## src/rtl/axi_arb_pkg.sv

```systemverilog
// Shared types and AXI defaults for the DDR read/write port arbiters.
// Pure declarations: no latency, no flow control.
package axi_arb_pkg;

  typedef enum logic [1:0] {
    IDLE = 2'd0,
    ADDR = 2'd1,
    DATA = 2'd2
  } arb_state_t;

  localparam int AXI_ADDR_W = 30;
  localparam int AXI_DATA_W = 256;
  localparam int AXI_ID_W   = 4;
  localparam int AXI_LEN_W  = 4;

  localparam logic [1:0] BURST_INCR = 2'b01;
  localparam logic [2:0] SIZE_32B   = 3'b101;

endpackage

```

## src/rtl/rr_pick2.sv

```systemverilog
// Two-way round-robin pick: one-hot grant, prio breaks ties (0 = req[0]).
// Latency: combinational; backpressure: none, caller decides when to sample.
module rr_pick2 (
  input  logic [1:0] req,
  input  logic       prio,
  output logic [1:0] gnt
);

  always_comb begin
    gnt = 2'b00;
    case (req)
      2'b01:   gnt = 2'b01;
      2'b10:   gnt = 2'b10;
      2'b11:   gnt = prio ? 2'b10 : 2'b01;
      default: gnt = 2'b00;
    endcase
  end

endmodule

```

## src/rtl/axi4_rd_arb2.sv

```systemverilog
// Two-client AXI4 read arbiter, one outstanding burst, round-robin per burst.
// Latency: 1 cycle to grant, then zero-latency AR/R pass-through; backpressure: valid/ready forwarded unbuffered.
module axi4_rd_arb2
  import axi_arb_pkg::*;
#(
  parameter int ADDR_W = AXI_ADDR_W,
  parameter int DATA_W = AXI_DATA_W,
  parameter int ID_W   = AXI_ID_W,
  parameter int LEN_W  = AXI_LEN_W
) (
  input  logic              axi_clk,
  input  logic              axi_resetn,
  input  logic [ID_W-1:0]   s0_arid,
  input  logic [ADDR_W-1:0] s0_araddr,
  input  logic [LEN_W-1:0]  s0_arlen,
  input  logic [2:0]        s0_arsize,
  input  logic [1:0]        s0_arburst,
  input  logic              s0_arvalid,
  output logic              s0_arready,
  output logic [ID_W-1:0]   s0_rid,
  output logic [DATA_W-1:0] s0_rdata,
  output logic [1:0]        s0_rresp,
  output logic              s0_rlast,
  output logic              s0_rvalid,
  input  logic              s0_rready,
  input  logic [ID_W-1:0]   s1_arid,
  input  logic [ADDR_W-1:0] s1_araddr,
  input  logic [LEN_W-1:0]  s1_arlen,
  input  logic [2:0]        s1_arsize,
  input  logic [1:0]        s1_arburst,
  input  logic              s1_arvalid,
  output logic              s1_arready,
  output logic [ID_W-1:0]   s1_rid,
  output logic [DATA_W-1:0] s1_rdata,
  output logic [1:0]        s1_rresp,
  output logic              s1_rlast,
  output logic              s1_rvalid,
  input  logic              s1_rready,
  output logic [ID_W-1:0]   m_arid,
  output logic [ADDR_W-1:0] m_araddr,
  output logic [LEN_W-1:0]  m_arlen,
  output logic [2:0]        m_arsize,
  output logic [1:0]        m_arburst,
  output logic              m_arvalid,
  input  logic              m_arready,
  input  logic [ID_W-1:0]   m_rid,
  input  logic [DATA_W-1:0] m_rdata,
  input  logic [1:0]        m_rresp,
  input  logic              m_rlast,
  input  logic              m_rvalid,
  output logic              m_rready,
  output logic [1:0]        grant,
  output logic              len_err
);

  localparam logic [LEN_W:0] CNT_MAX = '1;

  arb_state_t       state_q, state_d;
  logic [1:0]       grant_q, grant_d;
  logic             prio_q, prio_d;
  logic [LEN_W-1:0] exp_len_q, exp_len_d;
  logic [LEN_W:0]   beat_cnt_q, beat_cnt_d;
  logic [1:0]       pick_gnt;
  logic             sel1;

  rr_pick2 u_pick (
    .req  ({s1_arvalid, s0_arvalid}),
    .prio (prio_q),
    .gnt  (pick_gnt)
  );

  assign sel1  = grant_q[1];
  assign grant = grant_q;

  // AR payload follows the registered owner so it stays stable outside ADDR
  assign m_arid    = sel1 ? s1_arid    : s0_arid;
  assign m_araddr  = sel1 ? s1_araddr  : s0_araddr;
  assign m_arlen   = sel1 ? s1_arlen   : s0_arlen;
  assign m_arsize  = sel1 ? s1_arsize  : s0_arsize;
  assign m_arburst = sel1 ? s1_arburst : s0_arburst;

  assign s0_rid   = m_rid;
  assign s0_rdata = m_rdata;
  assign s0_rresp = m_rresp;
  assign s0_rlast = m_rlast;
  assign s1_rid   = m_rid;
  assign s1_rdata = m_rdata;
  assign s1_rresp = m_rresp;
  assign s1_rlast = m_rlast;

  always_ff @(posedge axi_clk or negedge axi_resetn) begin
    if (!axi_resetn) begin
      state_q    <= IDLE;
      grant_q    <= 2'b00;
      prio_q     <= 1'b0;
      exp_len_q  <= '0;
      beat_cnt_q <= '0;
    end else begin
      state_q    <= state_d;
      grant_q    <= grant_d;
      prio_q     <= prio_d;
      exp_len_q  <= exp_len_d;
      beat_cnt_q <= beat_cnt_d;
    end
  end

  always_comb begin
    state_d    = state_q;
    grant_d    = grant_q;
    prio_d     = prio_q;
    exp_len_d  = exp_len_q;
    beat_cnt_d = beat_cnt_q;
    m_arvalid  = 1'b0;
    s0_arready = 1'b0;
    s1_arready = 1'b0;
    s0_rvalid  = 1'b0;
    s1_rvalid  = 1'b0;
    m_rready   = 1'b0;
    len_err    = 1'b0;
    case (state_q)
      IDLE: begin
        if (|pick_gnt) begin
          grant_d = pick_gnt;
          state_d = ADDR;
        end
      end
      ADDR: begin
        m_arvalid  = sel1 ? s1_arvalid : s0_arvalid;
        s0_arready = grant_q[0] & m_arready;
        s1_arready = grant_q[1] & m_arready;
        if (m_arvalid && m_arready) begin
          exp_len_d  = m_arlen;
          beat_cnt_d = '0;
          state_d    = DATA;
        end
      end
      DATA: begin
        s0_rvalid = grant_q[0] & m_rvalid;
        s1_rvalid = grant_q[1] & m_rvalid;
        m_rready  = sel1 ? s1_rready : s0_rready;
        if (m_rvalid && m_rready) begin
          if (beat_cnt_q != CNT_MAX) beat_cnt_d = beat_cnt_q + 1'b1;
          // beat_cnt counts beats before this one, so the last beat must see arlen
          if (m_rlast) begin
            len_err = (beat_cnt_q != {1'b0, exp_len_q});
            state_d = IDLE;
            grant_d = 2'b00;
            prio_d  = ~sel1;
          end else begin
            len_err = (beat_cnt_q == {1'b0, exp_len_q});
          end
        end
      end
      default: state_d = IDLE;
    endcase
  end

endmodule

```

## config.mk

```make
export PLATFORM = sky130hd
export DESIGN_NAME = axi4_rd_arb2
export DESIGN_NICKNAME = d
export VERILOG_FILES = /design/src/rtl/axi_arb_pkg.sv /design/src/rtl/rr_pick2.sv /design/src/rtl/axi4_rd_arb2.sv
export SDC_FILE = /design/constraint.sdc
export NUM_CORES = 1
export LEC_CHECK = 0
export CAP_MARGIN = 20
export CELL_PAD_IN_SITES_DETAIL_PLACEMENT = 1
export CELL_PAD_IN_SITES_GLOBAL_PLACEMENT = 1
export CORE_AREA = 4 4 363 365
export CTS_BUF_LIST = sky130_fd_sc_hd__clkbuf_4
export CTS_CLUSTER_DIAMETER = 100
export DETAILED_ROUTE_END_ITERATION = 16
export DIE_AREA = 0 0 367 369
export DONT_BUFFER_PORTS = 1
export PLACE_DENSITY_LB_ADDON = 0.1
export SLEW_MARGIN = 15
export SYNTH_ARGS = -nofsm -noshare
export SYNTH_HDL_FRONTEND = slang
export SYNTH_SLANG_ARGS = --single-unit
```

## constraint.sdc

```tcl
create_clock -name axi_clk -period 2.4 [get_ports axi_clk]
set_clock_uncertainty 0.15 [all_clocks]
set_input_delay 0.24 -clock axi_clk [delete_from_list [all_inputs] [get_ports axi_clk]]
set_output_delay 0.24 -clock axi_clk [all_outputs]
set_load 0.05 [all_outputs]
```

# --- Word level (Yosys, flattened, before mapping) ---
# Index checks and enable logic that the tools add are counted.
totals:
  reg_bits: 14
  inputBits: 357
  output_inout_bits: 578
  wordCells: 64
op_classes:
  n_addsub: 1
  eq_ne: 13
  mux: 29
  n_bitwise: 5
  reduce_logical: 11
ops:
  columns: ["cell", "count"]
  rows:
  - ["30-bit 2-to-1 mux", 1]
  - ["5-bit 2-to-1 mux", 3]
  - ["2-bit 2-to-1 mux", 7]
  - ["2-bit one-hot mux with 3 select lines", 2]
  - ["4-bit AND reduction", 3]
  - ["1-bit 2-to-1 mux", 11]
  - ["2-bit inequality test, second input constant", 5]
  - ["5-bit one-hot mux with 2 select lines", 1]
  - ["4-bit 2-to-1 mux", 2]
  - ["2-bit == test, second input constant", 3]
  - ["5-bit by 1-bit adder with 5-bit output, second input constant", 1]
  - ["5-bit by 4-bit == test with 1-bit output", 1]
  - ["5-bit by 4-bit inequality test with 1-bit output", 1]
  - ["5-bit inequality test, second input constant", 1]
  - ["1-bit bitwise AND", 4]
  - ["2-bit by 1-bit == test with 1-bit output, second input constant", 2]
  - ["2-bit one-hot mux with 2 select lines", 1]
  - ["2-bit nonzero test", 2]
  - ["3-bit 2-to-1 mux", 1]
  - ["3-bit AND reduction", 1]
  - ["1-bit logical AND", 2]
  - ["2-bit zero test", 1]
  - ["2-bit AND reduction", 1]
  - ["2-bit OR reduction", 1]
  - ["1-bit NOT", 1]

# --- Logic depth before layout (Yosys ltp) ---
# Gate-level depths: netlist of run 1.
depth:
  ltp_word: 5
  ltp_mapped: 6
  depth_no_buf: 6

# --- Modules after synthesis ---
# From an unflattened synthesis of run 1, not the netlist that was laid out.
unflattened:
  cells_unflattened: 661
  hier_area_um2: 5352.6
modules_own_cells:
  columns: ["mod", "n_inst", "cells_per_inst", "area_each_um2", "seq_area_each_um2"]
  rows:
  - ["axi4_rd_arb2", 1, 658, 5333.9, 350.3]
  - ["rr_pick2", 1, 3, 18.8, 0.0]

# --- Worst setup path after synthesis of run 1 ---
# Ideal clock, no wire load.
synth_timing:
  path_type: "register -> output"
  from: "register grant_q[1] (netlist: grant[1])"
  to: "output port s1_rvalid"
  arrival_time_ns: 1.869
  required_time_ns: 2.010
  slack_ns: 0.141
  path_stages_with_launch: 4
  n_path_buf: 2
  cell_sequence: "dfrtp_1 buf_1 clkbuf_1 and3_1"
synth_via:
  elab_chain_len: 2
synth_lines:
  columns: ["element", "line_no", "source"]
  rows:
  - ["start: declaration", "axi4_rd_arb2.sv:59", "logic [1:0] grant_q, grant_d;"]
  - ["start signal: assignment", "axi4_rd_arb2.sv:100", "grant_q <= grant_d;"]
  - ["1-bit bitwise AND", "axi4_rd_arb2.sv:139", "s1_rvalid = grant_q[1] & m_rvalid;"]
  - ["1-bit 2-to-1 mux", "axi4_rd_arb2.sv:120", "case (state_q)"]
  - ["end: declaration", "axi4_rd_arb2.sv:37", "output logic s1_rvalid,"]
# Every way passes these cells.

# --- Final worst setup path of run 1 ---
layout_timing:
  from: "register exp_len_q[2]"
  to: "output port len_err"
layout_via:
  elab_chain_len: 4
  elab_cells_between_ends: 5
  cone_classes: "2 x eq/ne; 3 x mux"
layout_lines:
  columns: ["element", "line_no", "source"]
  rows:
  - ["start: declaration", "axi4_rd_arb2.sv:61", "logic [LEN_W-1:0] exp_len_q, exp_len_d;"]
  - ["start signal: assignment", "axi4_rd_arb2.sv:102", "exp_len_q <= exp_len_d;"]
  - ["5-bit by 4-bit == test with 1-bit output / 5-bit by 4-bit inequality test with 1-bit output (equally long branches)", "axi4_rd_arb2.sv:150, axi4_rd_arb2.sv:145", null]
  - ["1-bit 2-to-1 mux *", "axi4_rd_arb2.sv:144", "if (m_rlast) begin"]
  - ["1-bit 2-to-1 mux *", "axi4_rd_arb2.sv:141", "if (m_rvalid && m_rready) begin"]
  - ["1-bit 2-to-1 mux *", "axi4_rd_arb2.sv:120", null]
  - ["end: declaration", "axi4_rd_arb2.sv:53", "output logic len_err"]
# Every way passes the cells marked *; elsewhere a longest branch is shown, timed or not.

==> impl_results.md, run 1 <==
* Final Critical Period at 2.31 ns
* Routed via count at 1802
* Initial Util at 0.0409
* Async SR Flop Fraction at 1.00
* Clock Path Buffers at 2
* Worst Path Required at between 2 and 2.5 ns
* Power, Total at 0.00275 W
* #FFs+latches synth at 14
* Clock share of power at 0.062
* Status: completed
* All-layer global routing usage at 0.0232
* Core box area at 0.129 mm²
* Largest cells by area after synthesis: buf_4 (75%), mux2_2 (9.6%), dfrtp_1 (6.7%)
* Rel. slew slack at 0.415
* Layout area overhead at -28.9%
* Max-cap viol count at 0
* Yosys warns at 0
* Vias in the first global route at between 2000 and 2500
* Combinational Power Share at 0.782
* Final #Nets at approximately 520
* Cell Area, Synth at 0.00527 mm²
* Initial antenna violation count at 9
* Pwr Density at 735 mW/mm²
* Dpl cells at 1829
* Post-route ant nets at 0
* Top cell type's share of synthesized area at 0.750
* Syn Area/Cell at 7.99 µm²
* Final worst path period share at 0.962
* Leak Pwr at 0.786 nW
* Post-Route WL at 17.4 mm
* CP max-delay cell: or4_4
* Rows at 132
* Clock-pin slew on the worst setup and hold paths at 0.12 ns
* Max-slew violations at 0
* CTS Root Cell: clkbuf_4
* Worst VDD drop at 327 µV
* CTS tree: built
* Post-synth top flop: dfrtp_1
* Reg power frac at 0.156
* P_int at 0.000987 W
* Worst setup EP type: output port
* Crit start category: register
* DRC Markers at 0
* Largest net degree at the start of global routing at 21
* Placed wire-length estimate at about 15 mm
* Worst-skew pair later-pin latency at between 0.3 and 0.4 ns
* Max Freq at 433 MHz
* WHS at about 0.048 ns
* Worst min path class: in2reg
* H-tree lvl count at 1
* Post-synth top area cell: buf_4
* Switching Share at 0.641
* Initial DRC Count at 41
* Chip width at 367 µm
* Commonest non-fill, non-tap cell in the layout: mux2_2
* EDFF count, synth at 0
* Average wire per standard cell at 9.49 µm
* CP arrival at between 1.5 and 2 ns
* Unrepaired setup endpoints after global routing: yes
* WP buf/inv at 2
* Final setup vio count at 0
* Path type of the worst setup path: reg2out
* Layout cell share with drive strength beyond 1 at 0.521
* Footprint of the multi-input gates at 968 µm²
* Tightest Pin Transition at ~0.87 ns
* Switching power at 0.00177 W
* Syn Nets at slightly above 1000
* Clk sink count at 14
* Global-route wire length before repair at 21.3 mm
* GP Congestion at roughly 0.57
* Die H at 369 µm
* Crit-path cells: xnor2_2 > nand3_2 > or4_4 > a21oi_4 > buf_6 > buf_8
* Gate Count Post-Synth at 659
* PortBufs at 0
* CP max stage delay at 0.44 ns
* Crit Path Max Fanout at 2
* Post-route non-filler standard cell count at 1838
* Sequential Area at 354 µm²
* Most frequent cells in the layout: mux2_2 (45), buf_4 (22), nand2_1 (16), dfrtp_1 (13), and3_1 (6)
* Final Hold Fails at 0
* DR pass1 iterations at 3
* Netlist cell types at 35
* Vias/cell at 0.980
* Crit path max-delay family: simple AND/OR/NAND/NOR gates
* Fill cells at 15400
* Num CTS Buffers at 3
* Die area at 0.135 mm²
* I/O pin total at 935
* GRT overflow at 0
* Sequential area share after synthesis at 0.0665
* ANT cells at 0
-- power by group through the flow --
stage / clock [W] / combinational [W] / sequential, W
2_1_floorplan: 0 / 0.00396 / 0.000412
3_3_place_gp: 0 / 0.00220 / 0.000438
3_5_place_dp: 0 / 0.00218 / 0.000437
4_1_cts: 0.000192 / 0.00224 / 0.000438
5_1_grt: 0.000203 / 0.00228 / 0.000446
6_report: 0.000171 / 0.00215 / 0.000429
-- metrics by stage --
stage,instance area (µm²),setup TNS [ns],setup WS [ns],util
detailed placement,3620,-0.0153,-0.0153,0.0281
finish,3750,0,0.0907,0.0291
global route,3750,-0.0642,-0.0642,0.0291
CTS,3750,-0.0481,-0.0481,0.0291
floorplan,5270,0,0.141,-
global placement,3620,-0.0285,-0.0285,0.0281
-- cell usage after synthesis, drive strengths merged (2+ instances only) --
library cell,count
a211oi,2
inv,2
a21oi,2
nand2,16
nor2b,2
ha,2
dfrtp,14
or4,2
a22o,3
nand3,4
xnor2,3
a211o,2
buf,531
and2,4
nor3,2
and3,6
mux2,47
nor2,3
-- worst register-to-register path, cell delays in order, from the launching register on --
cell	delay, ns
dfrtp_1	0.43
buf_4	0.16
ha_1	0.20
and3_1	0.15
ha_1	0.19
a2bb2oi_1	0.19
or2_2	0.37
a211o_1	0.31
-- path summary, 6_finish.rpt --
check,startpoint,end,slack (ns),cells after the start
setup / recovery,exp_len_q[2],len_err,0.09,6
hold reg to reg,exp_len_q[3],exp_len_q[3],0.38,2
max in group asynchronous,axi_resetn,grant[1],1.16,1
setup reg to reg,beat_cnt_q[1],beat_cnt_q[3],0.15,7
hold / removal,s0_arvalid,state_q[0],0.05,2
min in group asynchronous,axi_resetn,grant[0],0.32,1
-- registers in the layout, summed over array words and instances, names as in the netlist --
signal	cells
beat_cnt_q	5
exp_len_q	4
grant	2
prio_q	1
state_q	2
-- cell families (layout without fill, tap and decap cells) --
kind of cell / Yosys count / in the layout / share of synthesized area
compound gates: 14 / 14 / 0.0204
simple gates: 43 / 43 / 0.0423
buf+inv: 534 / 38 / 0.756
mux: 48 / 48 / 0.103
fa+ha+maj: 2 / 2 / 0.00475
flops: 14 / 14 / 0.0665
xor+xnor: 4 / 4 / 0.00665
-- per-layer routing --
layer	GRT usage	vias to the layer above	routed length (µm)
li1	-	548	-
met1	0.0186	694	4720
met2	0.0363	392	7850
met3	0.0208	168	3470
met4	0.0171	0	1420
met5	0	-	0
-- cell type report --
type,instances,share of cell area
well taps,1675,0.559
multi-input cells,111,0.259
clock inverters,1,0.00100
flip-flops and latches,14,0.0945
clock buffers,3,0.00601
inverters,2,0.00200
repair buffers,32,0.0785
-- repair_timing --
action,4_1_cts,5_1_grt
hold endpoints to repair,17,0
hold buffers,4,0
resized for setup,11,0
setup endpoints to repair,21,1
pin swaps,3,0
setup buffers,1,0
Note: power is estimated with default switching activity, not from simulation.
==> inputs of run 2 (changes only) <==
- CORE_AREA: 4 4 363 365 -> 4 4 362 364
- CTS_CLUSTER_SIZE: not set -> 30
- DIE_AREA: 0 0 367 369 -> 0 0 366 368
- DONT_BUFFER_PORTS: 1 -> not set
==> impl_results.md, run 2 (synthesis results as in run 1) <==
* WP buf/inv at 1 (-1)
* Worst flop-to-flop path endpoint: beat_cnt_q[3]
* Initial antenna violation count at 2 (-7)
* Worst VDD drop at 265 µV (-19%)
* Vias in the first global route at 2839 (+34%)
* Global-route wire length before repair at 25.4 mm (+19%)
* Biggest regs: beat_cnt_q x5, exp_len_q x4
* DP Area at 0.00507 mm² (+40%)
* PortBufs at 148 (+148)
* Reg power frac at 0.119 (-0.037)
* Final Core Density at 0.0410 (+0.0120)
* Chip width at 366 µm (-0.27%)
* Pwr Density at 699 mW/mm² (-4.9%)
* I/O pin total at 935 (unchanged)
* Worst min path class: in2async
* Core box area at 0.127 mm² (-1.1%)
* Layout cell share with drive strength beyond 1 at 0.437 (-0.0844)
* CP arrival at 2.01 ns (+0.09 ns)
* Final setup TNS at 0 ns (unchanged)
* GP Congestion at 0.586 (+3.5%)
* Rel. slew slack at 0.658 (+0.243)
* Commonest non-fill, non-tap cell in the layout: clkdlybuf4s50_1
* Average wire per standard cell at 10.1 µm (+5.9%)
* Worst Path Required at 2.01 ns (about the same)
* Post-route ant nets at 0 (unchanged)
* CP max stage delay at 0.50 ns (+0.06 ns)
* GRT overflow at 0 (unchanged)
* Num CTS Buffers at 3 (unchanged)
* Initial DRC Count at 45 (+9.8%)
* R2r worst-path depth at 7 (unchanged)
* Clock share of power at 0.055 (-0.007)
* Max-cap viol count at 0 (unchanged)
* Unrepaired setup endpoints after global routing: yes
* Combinational Power Share at 0.827 (+0.045)
* Worst-skew pair later-pin latency at 0.36 ns (+0.04 ns)
* Most frequent cells in the layout: clkdlybuf4s50_1 (94), buf_4 (54), mux2_2 (41), nand2_1 (16), buf_12 (16)
* Initial Util at 0.0414 (+0.000471)
* Switching Share at 0.551 (-0.0902)
* Post-route non-filler standard cell count at 1967 (+7.0%)
* Layout area overhead at -0.737%
* Crit start category: register
* Die area at 0.135 mm² (-0.54%)
* H-tree lvl count at 1 (unchanged)
* Worst r2r src: beat_cnt_q[1]
* CP max-delay cell: dfrtp_1
* Design Area, Final at 0.00523 mm² (+40%)
* CTS Root Cell: clkbuf_4
* CTS tree: built
* Clock-pin slew on the worst setup and hold paths at 0.14 ns (+0.02 ns)
* Final Hold Fails at 0 (unchanged)
* Tightest Pin Transition at 0.513 ns (-0.361 ns)
* Post-Route WL at 19.8 mm (+13%)
* P_int at 0.00164 W (+66%)
* Leak Pwr at 1.45 nW (+84%)
* Path type of the worst setup path: reg2out
* DR pass1 iterations at 4 (+1)
* Final worst path period share at 0.999 (+0.0370)
* Crit Path Max Fanout at 6 (+4)
* Final Critical Period at 2.40 ns (+0.0887 ns)
* WHS at 0.223 ns (+0.175 ns)
* Max reg flops at 5 (unchanged)
* Final setup vio count at 0 (unchanged)
* Final #Nets at 662 (+27%)
* Max Freq at 417 MHz (-3.7%)
* DRC Markers at 0 (unchanged)
* Vias/cell at 1.20 (+22%)
* Largest net degree at the start of global routing at 35 (+67%)
* Placed wire-length estimate at 17.5 mm (+16%)
* All-layer global routing usage at 0.0276 (+0.00436)
* Dpl cells at 1956 (+6.9%)
* Die H at 368 µm (-0.27%)
* Crit-path cells: xnor2_2 > nand3_4 > or4_4 > a21oi_4 > buf_12
* Switching power at 0.00201 W (+14%)
* Clk sink count at 14 (unchanged)
* Clock Path Buffers at 2 (unchanged)
* Rows at 131 (-0.76%)
* Max-slew violations at 0 (unchanged)
* Crit path max-delay family: simple AND/OR/NAND/NOR gates
* Reg2Reg Setup Slack at 0.14 ns (about the same)
* Routed via count at 2360 (+31%)
* Register bank with the most flops: beat_cnt_q
* Worst setup EP type: output port
* Status: completed
[run 2: per-stage QoR]
step	total power, W	setup WS (ns)
global route	0.00392	-0.122
finish	0.00365	0.00201
CTS	0.00381	-0.129
detailed placement	0.00345	-0.0639
floorplan	0.00437	0.141
global placement	0.00351	-0.179
[run 2: layout make-up]
cell class / instances / area [µm²]
tap: 1662 / 2080
clock buffer: 3 / 22.5
sequential: 14 / 355
timing repair buffer: 171 / 1730
multi-input combinational: 111 / 1020
clock inverter: 1 / 3.75
inverter: 2 / 7.51
fill: 15200 / 122000
antenna: 3 / 7.51
[run 2: worst max-delay path by stage]
stage / from / endpoint / slack, ns / cells past startpoint
6_report: beat_cnt_q[2] / len_err / 0.002 / 5
5_1_grt: exp_len_q[2] / len_err / -0.12 / 6
4_1_cts: exp_len_q[3] / len_err / -0.13 / 6
3_5_place_dp: beat_cnt_q[3] / len_err / -0.06 / 6
3_3_place_gp: beat_cnt_q[3] / len_err / -0.18 / 6
2_1_floorplan: grant[1] / s1_rvalid / 0.14 / 3
[run 2: timing repair]
item | in CTS | in global routing
endpoints found under the hold margin | 14 | 0
pin swaps | 2 | 1
gates resized for setup | 19 | 3
endpoints found under the setup margin | 38 | 2
buffers inserted | 4 | 0
hold buffers | 1 | 0
[run 2: per-layer routing]
layer,GRT usage,routed length (µm)
met1,0.0196,5120
met2,0.0478,9620
met3,0.0210,3440
met4,0.0227,1590
met5,0,0
[run 2: power groups by stage]
stage | Clock [W] | Combinational [W] | Sequential (W)
3_5_place_dp | 0 | 0.00297 | 0.000475
3_3_place_gp | 0 | 0.00303 | 0.000478
5_1_grt | 0.000241 | 0.00322 | 0.000452
6_report | 0.000200 | 0.00302 | 0.000434
4_1_cts | 0.000240 | 0.00312 | 0.000445
2_1_floorplan | 0 | 0.00396 | 0.000412
==> inputs of run 3 (changes only) <==
- HOLD_SLACK_MARGIN: not set -> 0.12
- REMOVE_ABC_BUFFERS: not set -> 1
==> impl_results.md, run 3 (synthesis results as in run 1) <==
* M1 WL at 27.9 mm (+450%)
* Final Critical Period at 2.30 ns (-0.101 ns)
* All-layer global routing usage at 0.253 (+0.225)
* Rel. slew slack at 0.719 (+0.0615)
* Post-route non-filler standard cell count at 1960 (-0.36%)
* Routed via count at 3922 (+66%)
* Worst Path Required at 2.01 ns (about the same)
* Max Freq at 435 MHz (+4.4%)
* Initial Util at 0.0414 (unchanged)
* DP Area at 0.00495 mm² (-2.3%)
* GP Congestion at 0.887 (+51%)
* DR pass1 iterations at 5 (+1)
* Switching Share at 0.596 (+0.0448)
* Final worst path period share at 0.957 (-0.0419)
* Worst VDD drop at 232 µV (-12%)
* Design Area, Final at 0.00503 mm² (-3.9%)
* CP max stage delay at 0.52 ns (+0.02 ns)
* Commonest non-fill, non-tap cell in the layout: clkdlybuf4s50_1
* Reg power frac at 0.126 (+0.007)
* Final Hold Fails at 0 (unchanged)
* Clock Path Buffers at 2 (unchanged)
* Crit path max-delay family: multiplexers
* Post-route ant nets at 0 (unchanged)
* Global-route wire length before repair at 188 mm (+640%)
* Worst min path class: in2out
* Switching power at 0.00202 W (+0.18%)
* Crit Path Max Fanout at 47 (+41)
* Vias/cell at 2.00 (+67%)
* Met3 WL at 48.6 mm (+1300%)
* CTS Root Cell: clkbuf_4
* I/O pin total at 935 (unchanged)
* Clk sink count at 14 (unchanged)
* Pwr Density at 673 mW/mm² (-3.6%)
* Largest net degree at the start of global routing at 48 (+37%)
* Initial DRC Count at 468 (+940%)
* Biggest regs: beat_cnt_q x5, exp_len_q x4
* H-tree lvl count at 1 (unchanged)
* Clock-pin slew on the worst setup and hold paths at 0.13 ns (about the same)
* Crit start category: register
* CP arrival at 1.91 ns (-0.10 ns)
* Layout area overhead at -4.56%
* R2r worst-path depth at 6 (-1)
* Combinational Power Share at 0.823 (-0.004)
* GRT overflow at 0 (unchanged)
* Max reg flops at 5 (unchanged)
* Met2 wire len at 78.5 mm (+720%)
* Register bank with the most flops: beat_cnt_q
* WP buf/inv at 2 (+1)
* Top routing layer in use: met5
* Initial antenna violation count at 14 (+12)
* Chip width at 366 µm (unchanged)
* Rows at 131 (unchanged)
* Post-Route WL at 177 mm (+800%)
* Average wire per standard cell at 90.4 µm (+800%)
* Path type of the worst setup path: reg2out
* Tightest Pin Transition at 0.419 ns (-0.0939 ns)
* Dpl cells at 1950 (-0.31%)
* Die H at 368 µm (unchanged)
* Power, Total at 0.00338 W (-7.3%)
* Crit-path cells: buf_12 > mux2_2 > buf_4
* Unrepaired setup endpoints after global routing: no
* Critical Path Stages at 3 (-2)
* Hold path cells at 0
* P_int at 0.00137 W (-17%)
* Die area at 0.135 mm² (unchanged)
* Worst setup EP type: output port
* Num CTS Buffers at 3 (unchanged)
* Status: completed
* CTS tree: built
* Clock share of power at 0.051 (-0.004)
* Max-slew violations at 0 (unchanged)
* WHS at 0.333 ns (+0.110 ns)
* Most frequent cells in the layout: clkdlybuf4s50_1 (94), buf_4 (59), mux2_2 (45), nand2_1 (16)
* Final #Nets at 656 (-0.91%)
* Final setup vio count at 0 (unchanged)
* Placed wire-length estimate at 163 mm (+830%)
* Core box area at 0.127 mm² (unchanged)
* CP max-delay cell: mux2_2
* Worst-skew pair later-pin latency at 0.31 ns (-0.05 ns)
* Layout cell share with drive strength beyond 1 at 0.426 (-0.0114)
* Leak Pwr at 1.36 nW (-6.0%)
* Vias in the first global route at 3353 (+18%)
* Max-cap viol count at 0 (unchanged)
* DRC Markers at 0 (unchanged)
* PortBufs at 148 (unchanged)
* Final Core Density at 0.0395 (-0.00158)
## run 3: layer usage
layer  global-route usage  vias to the layer above
li1                     -                      819
met1                0.102                     1529
met2                0.407                     1287
met3                0.347                      247
met4                0.201                       40
met5                0.158                        -
## run 3: area by class of cell
| type | count | area (µm²) |
|---|---|---|
| Clock inverter | 1 | 3.75 |
| Multi-Input combinational cell | 111 | 940 |
| Clock buffer | 3 | 22.5 |
| Inverter | 2 | 7.51 |
| Timing Repair Buffer | 165 | 1610 |
| Fill cell | 15100 | 122000 |
| Sequential cell | 14 | 354 |
| Tap cell | 1662 | 2080 |
| Antenna cell | 2 | 5.00 |
## run 3: stage by stage
stage / TNS (ns) / worst slack (ns)
after floorplan: -11.24 / -0.810
after global placement: 0 / 0.0954
after detailed placement: 0 / 0.106
after CTS: 0 / 0.0290
after global routing: 0 / 0.00505
final: 0 / 0.103
## run 3: worst register-to-register path: stages (launching register included)
cell and delay (ns):
dfrtp_1 0.44, ha_1 0.25, and3_1 0.16, ha_1 0.21, a2bb2oi_1 0.20, or2_2 0.38
a211o_1 0.30
## run 3: path summary, 6_finish.rpt
check / startpoint / end / slack, ns
worst max-delay path: grant[1] / m_arlen[2] / 0.10
worst max register to register: beat_cnt_q[0] / beat_cnt_q[3] / 0.23
max in group asynchronous: axi_resetn / beat_cnt_q[2] / 1.17
worst min-delay path: m_rdata[211] / s0_rdata[211] / 0.33
min in group asynchronous: axi_resetn / grant[0] / 0.68
worst min register to register: exp_len_q[0] / exp_len_q[0] / 0.39
## run 3: repair_timing
action / 4_1_cts / 5_1_grt
resized for setup: 2 / 2
endpoints found under the hold margin: 6 / 0
pin swaps: 0 / 1
buffers inserted: 0 / 3
hold buffers: 1 / 0
setup endpoints to repair: 2 / 2
## run 3: power by group through the flow
stage / clock (W) / combinational (W) / sequential [W]
final: 0.000171 / 0.00279 / 0.000427
after global routing: 0.000188 / 0.00296 / 0.000439
after CTS: 0.000180 / 0.00288 / 0.000425
after detailed placement: 0 / 0.00287 / 0.000427
after global placement: 0 / 0.00289 / 0.000436
after floorplan: 0 / 0.00147 / 0.000519
==> edit 1, RTL diff (flow settings as in run 3) <==
Change the package constant `AXI_DATA_W` from 256 to 128.
--- a/src/rtl/axi_arb_pkg.sv
+++ b/src/rtl/axi_arb_pkg.sv
@@ -11,3 +11,3 @@
   localparam int AXI_ADDR_W = 30;
-  localparam int AXI_DATA_W = 256;
+  localparam int AXI_DATA_W = 128;
   localparam int AXI_ID_W   = 4;
Ports: changed (resized m_rdata, s0_rdata and s1_rdata); port bits go from 935 to 551. No check against the original RTL was run, so the function may have changed too.
==> edit 1 against run 3 <==
- synthesized cell count shrank 39%
- critical path depth did not move
- combinational power down 5%
- wire length down 67%
- design area shrank 1.3%
- setup slack lost 0.024 ns
- total power fell by 4.9%
- sequential cell count stayed put
- area after synthesis decreased by 36%
- highest routed layer unchanged
==> edit 1: results <==
export IMPL_status="finished clean"
export IMPL_hpwlAfterDp_um=47700
export IMPL_use_met2_pct=6.90
export IMPL_cp_arrival_ns=1.93
export IMPL_power_mw=3.22
export IMPL_dpl_worst_slack_ns=0.170
export IMPL_clkTransAtPathRegs_ns=0.10
export IMPL_largest_reg_flops=5
export IMPL_synth_distinct_cells=35
export IMPL_hold_end="s0_rdata[17]"
export IMPL_r2r_cells=6
export IMPL_port_buffers=148
export IMPL_switching_share_pct=58.0
export IMPL_synth_top_cells_by_area="buf_4 (61%), mux2_2 (15%), dfrtp_1 (10%)"
export IMPL_root_buffer="clkbuf_4"
export IMPL_top_regs="beat_cnt_q (5), exp_len_q (4)"
export IMPL_clkLatencyLatePin_ns=0.29
export IMPL_met3_usage_pct=10.8
export IMPL_place_inst=1945
export IMPL_fillerInstances=15100
export IMPL_cts_resized=0
export IMPL_cts_setup_buffers=0
export IMPL_use_met1_pct=10.7
export IMPL_antenna_found_initial=10
export IMPL_ys_seq_area_share_pct=10.5
export IMPL_drt_pass1_iter_count=4
export IMPL_r2r_slack_ns=0.23
export IMPL_synthArstFlopShare_pct=100
export IMPL_power_leakage_nw=1.32
export IMPL_seq_power_share_pct=12.8
export IMPL_critical_path_top_delay_family="buffers and inverters"
export IMPL_first_iter_violations=326
export IMPL_fin_hold_ws_ns=0.331
export IMPL_postCtsHoldBufs=1
export IMPL_routed_via_density=1.47
export IMPL_min_from="m_rdata[17]"
export IMPL_pwr_share_comb_pct=82.4
export IMPL_critPathMaxFanout=46
export IMPL_clock_path_buffers=2
export IMPL_htreeDepth=1
export IMPL_max_slew_margin_pct=68.2
export IMPL_final_nets=520
export IMPL_drive_above_1_share_pct=39.9
export IMPL_grt_max_degree=47
export IMPL_dpl_instance_area_mm2=0.00490
export IMPL_ir_drop_mv=0.343
export IMPL_drt_wirelength_per_cell_um=29.7
export IMPL_grt_pass1_wl_um=66600
export IMPL_endpoint="m_arlen[0]"
export IMPL_gp_congestion=0.667
export IMPL_clock_fmax_ghz=0.431
export IMPL_vias=2867
export IMPL_track_usage_pct=8.24
export IMPL_synth_common_cells="buf_4 (270), mux2_2 (45), nand2_1 (16)"
export IMPL_post_route_util_pct=3.89
export IMPL_netlist_instances=403
## edit 1: cell families after synthesis
group	share of synthesized area (%)
AOI/OAI and AO/OA	3.22
xor gates and xnor gates	1.05
adders and majority gates	0.748
buffers and inverters	61.6
DFF	10.5
muxes	16.2
and+or+nand+nor	6.66
## edit 1: layer usage
layer | wire, um | share of wire [%]
met1 | 26800 | 46
met2 | 14400 | 25
met3 | 15200 | 26
met4 | 584 | 1.0
met5 | 1150 | 2.0
## edit 1: worst register-to-register path, stage by stage (launching register included)
cell,delay (ns)
dfrtp_1,0.44
ha_1,0.24
and3_1,0.15
ha_1,0.21
a2bb2oi_1,0.21
or2_2,0.37
a211o_1,0.30
## edit 1: layout make-up
class                           count  area share [%]
Timing Repair Buffer              157            31.2
Sequential cell                    14            7.09
Inverter                            2           0.151
Tap cell                         1662            41.9
Antenna cell                        3           0.151
Clock buffer                        3           0.454
Clock inverter                      1          0.0757
Multi-Input combinational cell    111            18.9
==> edit 2, RTL diff (config.mk and constraints of run 3) <==
Without the edit above. Put a register stage on the output `len_err`, with the module's reset. The value now appears one clock later. The other outputs are not delayed to match.
--- a/src/rtl/axi4_rd_arb2.sv
+++ b/src/rtl/axi4_rd_arb2.sv
@@ -56,2 +56,4 @@
   localparam logic [LEN_W:0] CNT_MAX = '1;
+
+  logic len_err_d;
 
@@ -118,3 +120,3 @@
     m_rready   = 1'b0;
-    len_err    = 1'b0;
+    len_err_d  = 1'b0;
     case (state_q)
@@ -144,3 +146,3 @@
           if (m_rlast) begin
-            len_err = (beat_cnt_q != {1'b0, exp_len_q});
+            len_err_d = (beat_cnt_q != {1'b0, exp_len_q});
             state_d = IDLE;
@@ -149,3 +151,3 @@
           end else begin
-            len_err = (beat_cnt_q == {1'b0, exp_len_q});
+            len_err_d = (beat_cnt_q == {1'b0, exp_len_q});
           end
@@ -157,2 +159,10 @@
 
+  always_ff @(posedge axi_clk or negedge axi_resetn) begin
+    if (!axi_resetn) begin
+      len_err <= '0;
+    end else begin
+      len_err <= len_err_d;
+    end
+  end
+
 endmodule
Function: changed (Yosys sat finds a counterexample within 4 cycles, from zero or initial values and one cycle with axi_resetn low).
==> edit 2 against run 3 <==
- maximum frequency fell by 0.92%
- wire length rose by 5.6%
- area after synthesis is 0.57% higher
- total power is 6.5% lower
- die area did not move
- design area grew 0.95%
- sequential share of layout area increased by 0.38 points
- setup slack worse by 0.021 ns
- critical path depth did not move
- largest cell class unchanged
- sequential cell count rose by 1
- worst hold slack got worse by 0.17 ns
- via count is 2.7% higher
==> edit 2: results <==
export IMPL_intPower_mw=1.37
export IMPL_fillerInstances=15100
export IMPL_cts_resized=1
export IMPL_use_met2_pct=48.0
export IMPL_drt_pass1_iter_count=4
export IMPL_yosys_area_top_type_share_pct=74.6
export IMPL_grt_pass1_wl_um=197000
export IMPL_clkLatencyLatePin_ns=0.34
export IMPL_critPathMaxFanout=26
export IMPL_ir_drop_mv=0.161
export IMPL_worstReg2RegEnd="beat_cnt_q[2]$_DFFE_PN0P_"
export IMPL_drive_above_1_share_pct=43.7
export IMPL_r2r_slack_ns=0.25
export IMPL_first_iter_violations=489
export IMPL_endpoint="m_araddr[1]"
export IMPL_gp_congestion=0.859
export IMPL_vias=4029
export IMPL_grt_max_degree=27
export IMPL_min_path_type="in -> async"
export IMPL_met3_usage_pct=32.8
export IMPL_postCtsHoldBufs=0
export IMPL_ys_seq_area_share_pct=7.09
export IMPL_hpwlAfterDp_um=180000
export IMPL_use_met1_pct=12.5
export IMPL_synth_distinct_cells=37
export IMPL_synth_top_cells_by_area="buf_4 (75%), mux2_2 (10%), dfrtp_1 (7.1%)"
export IMPL_grt_pass1_vias=3155
export IMPL_synth_common_cells="buf_4 (526), mux2_2 (48), dfrtp_1 (15)"
export IMPL_worst_slew_pin_slew_ns=0.717
export IMPL_antenna_found_initial=44
export IMPL_routed_wl_um=187000
export IMPL_timing_critical_path_from="grant[1]$_DFFE_PN0P_"
export IMPL_status="finished clean"
export IMPL_power_leakage_nw=1.30
-- edit 2: cell count changes after synthesis, sizes merged, moves of 2 or more --
| cell | run 3 | this run |
|---|---|---|
| o21ai | 1 | 3 |
| nor2 | 3 | 7 |
| a211o | 2 | 0 |
| nand2 | 16 | 5 |
| and3 | 6 | 3 |
| and2 | 4 | 1 |
| nor3b | 0 | 2 |
| mux2 | 47 | 49 |
| nor3 | 2 | 4 |
-- edit 2: worst max-delay path, stage by stage (launching register included) --
cell	delay (ns)
dfrtp_2	0.54
buf_4	0.43
mux2_2	0.39
buf_4	0.20
-- edit 2: logic make-up after synthesis --
logic type | after synthesis | share of synthesized area, %
mux | 51 | 10.9
compound gates | 13 | 1.80
simple gates | 35 | 3.73
xor+xnor | 4 | 0.662
buf+inv | 534 | 75.4
flops | 15 | 7.09
fa+ha+maj | 2 | 0.472
-- edit 2: power groups by stage --
stage | registers (mW) | clock network [mW] | logic (mW)
finish | 0.464 | 0.192 | 2.51
global route | 0.476 | 0.220 | 2.63
CTS | 0.465 | 0.208 | 2.56
detailed placement | 0.471 | 0 | 2.55
global placement | 0.476 | 0 | 2.56
floorplan | 0.537 | 0 | 1.26
-- edit 2: final cells by class --
cell class,count,area share (%)
inverters,2,0.148
clock buffers,3,0.444
flip-flops and latches,15,7.42
well taps,1662,41.0
diodes,14,0.691
multi-input cells,105,18.4
repair buffers,160,31.8
clock inverters,1,0.0986
-- edit 2: metrics by stage --
stage                     area (um^2)  cells  worst slack, ns  power [mW]  TNS [ns]
final                            5070   1962           0.0813        3.16         0
after global routing             5050   1952           0.0408        3.33         0
after detailed placement         5010   1944          -0.0176        3.02   -0.0176
after floorplan                  1310    122            -1.14        1.80    -11.09
after global placement           5010   1944          -0.0998        3.04   -0.0998
after CTS                        5040   1948           0.0662        3.23         0
-- edit 2: how the worst min path moves through the flow --
stage,start,to,slack (ns),cells past startpoint
2_1_floorplan,axi_resetn,beat_cnt_q[0]$_DFFE_PN0P_,-0.21,0
3_3_place_gp,m_rdata[8],s0_rdata[8],0.34,0
3_5_place_dp,m_rdata[8],s0_rdata[8],0.34,0
4_1_cts,axi_resetn,exp_len_q[1]$_DFFE_PN0P_,0.15,1
5_1_grt,axi_resetn,exp_len_q[1]$_DFFE_PN0P_,0.15,1
6_report,axi_resetn,exp_len_q[1]$_DFFE_PN0P_,0.16,1
-- edit 2: layer usage --
metal,vias to the layer above,share of wire [%]
met4,58,6.8
li1,813,-
met1,1524,17
met2,1428,50
met3,206,25
met5,-,1.5
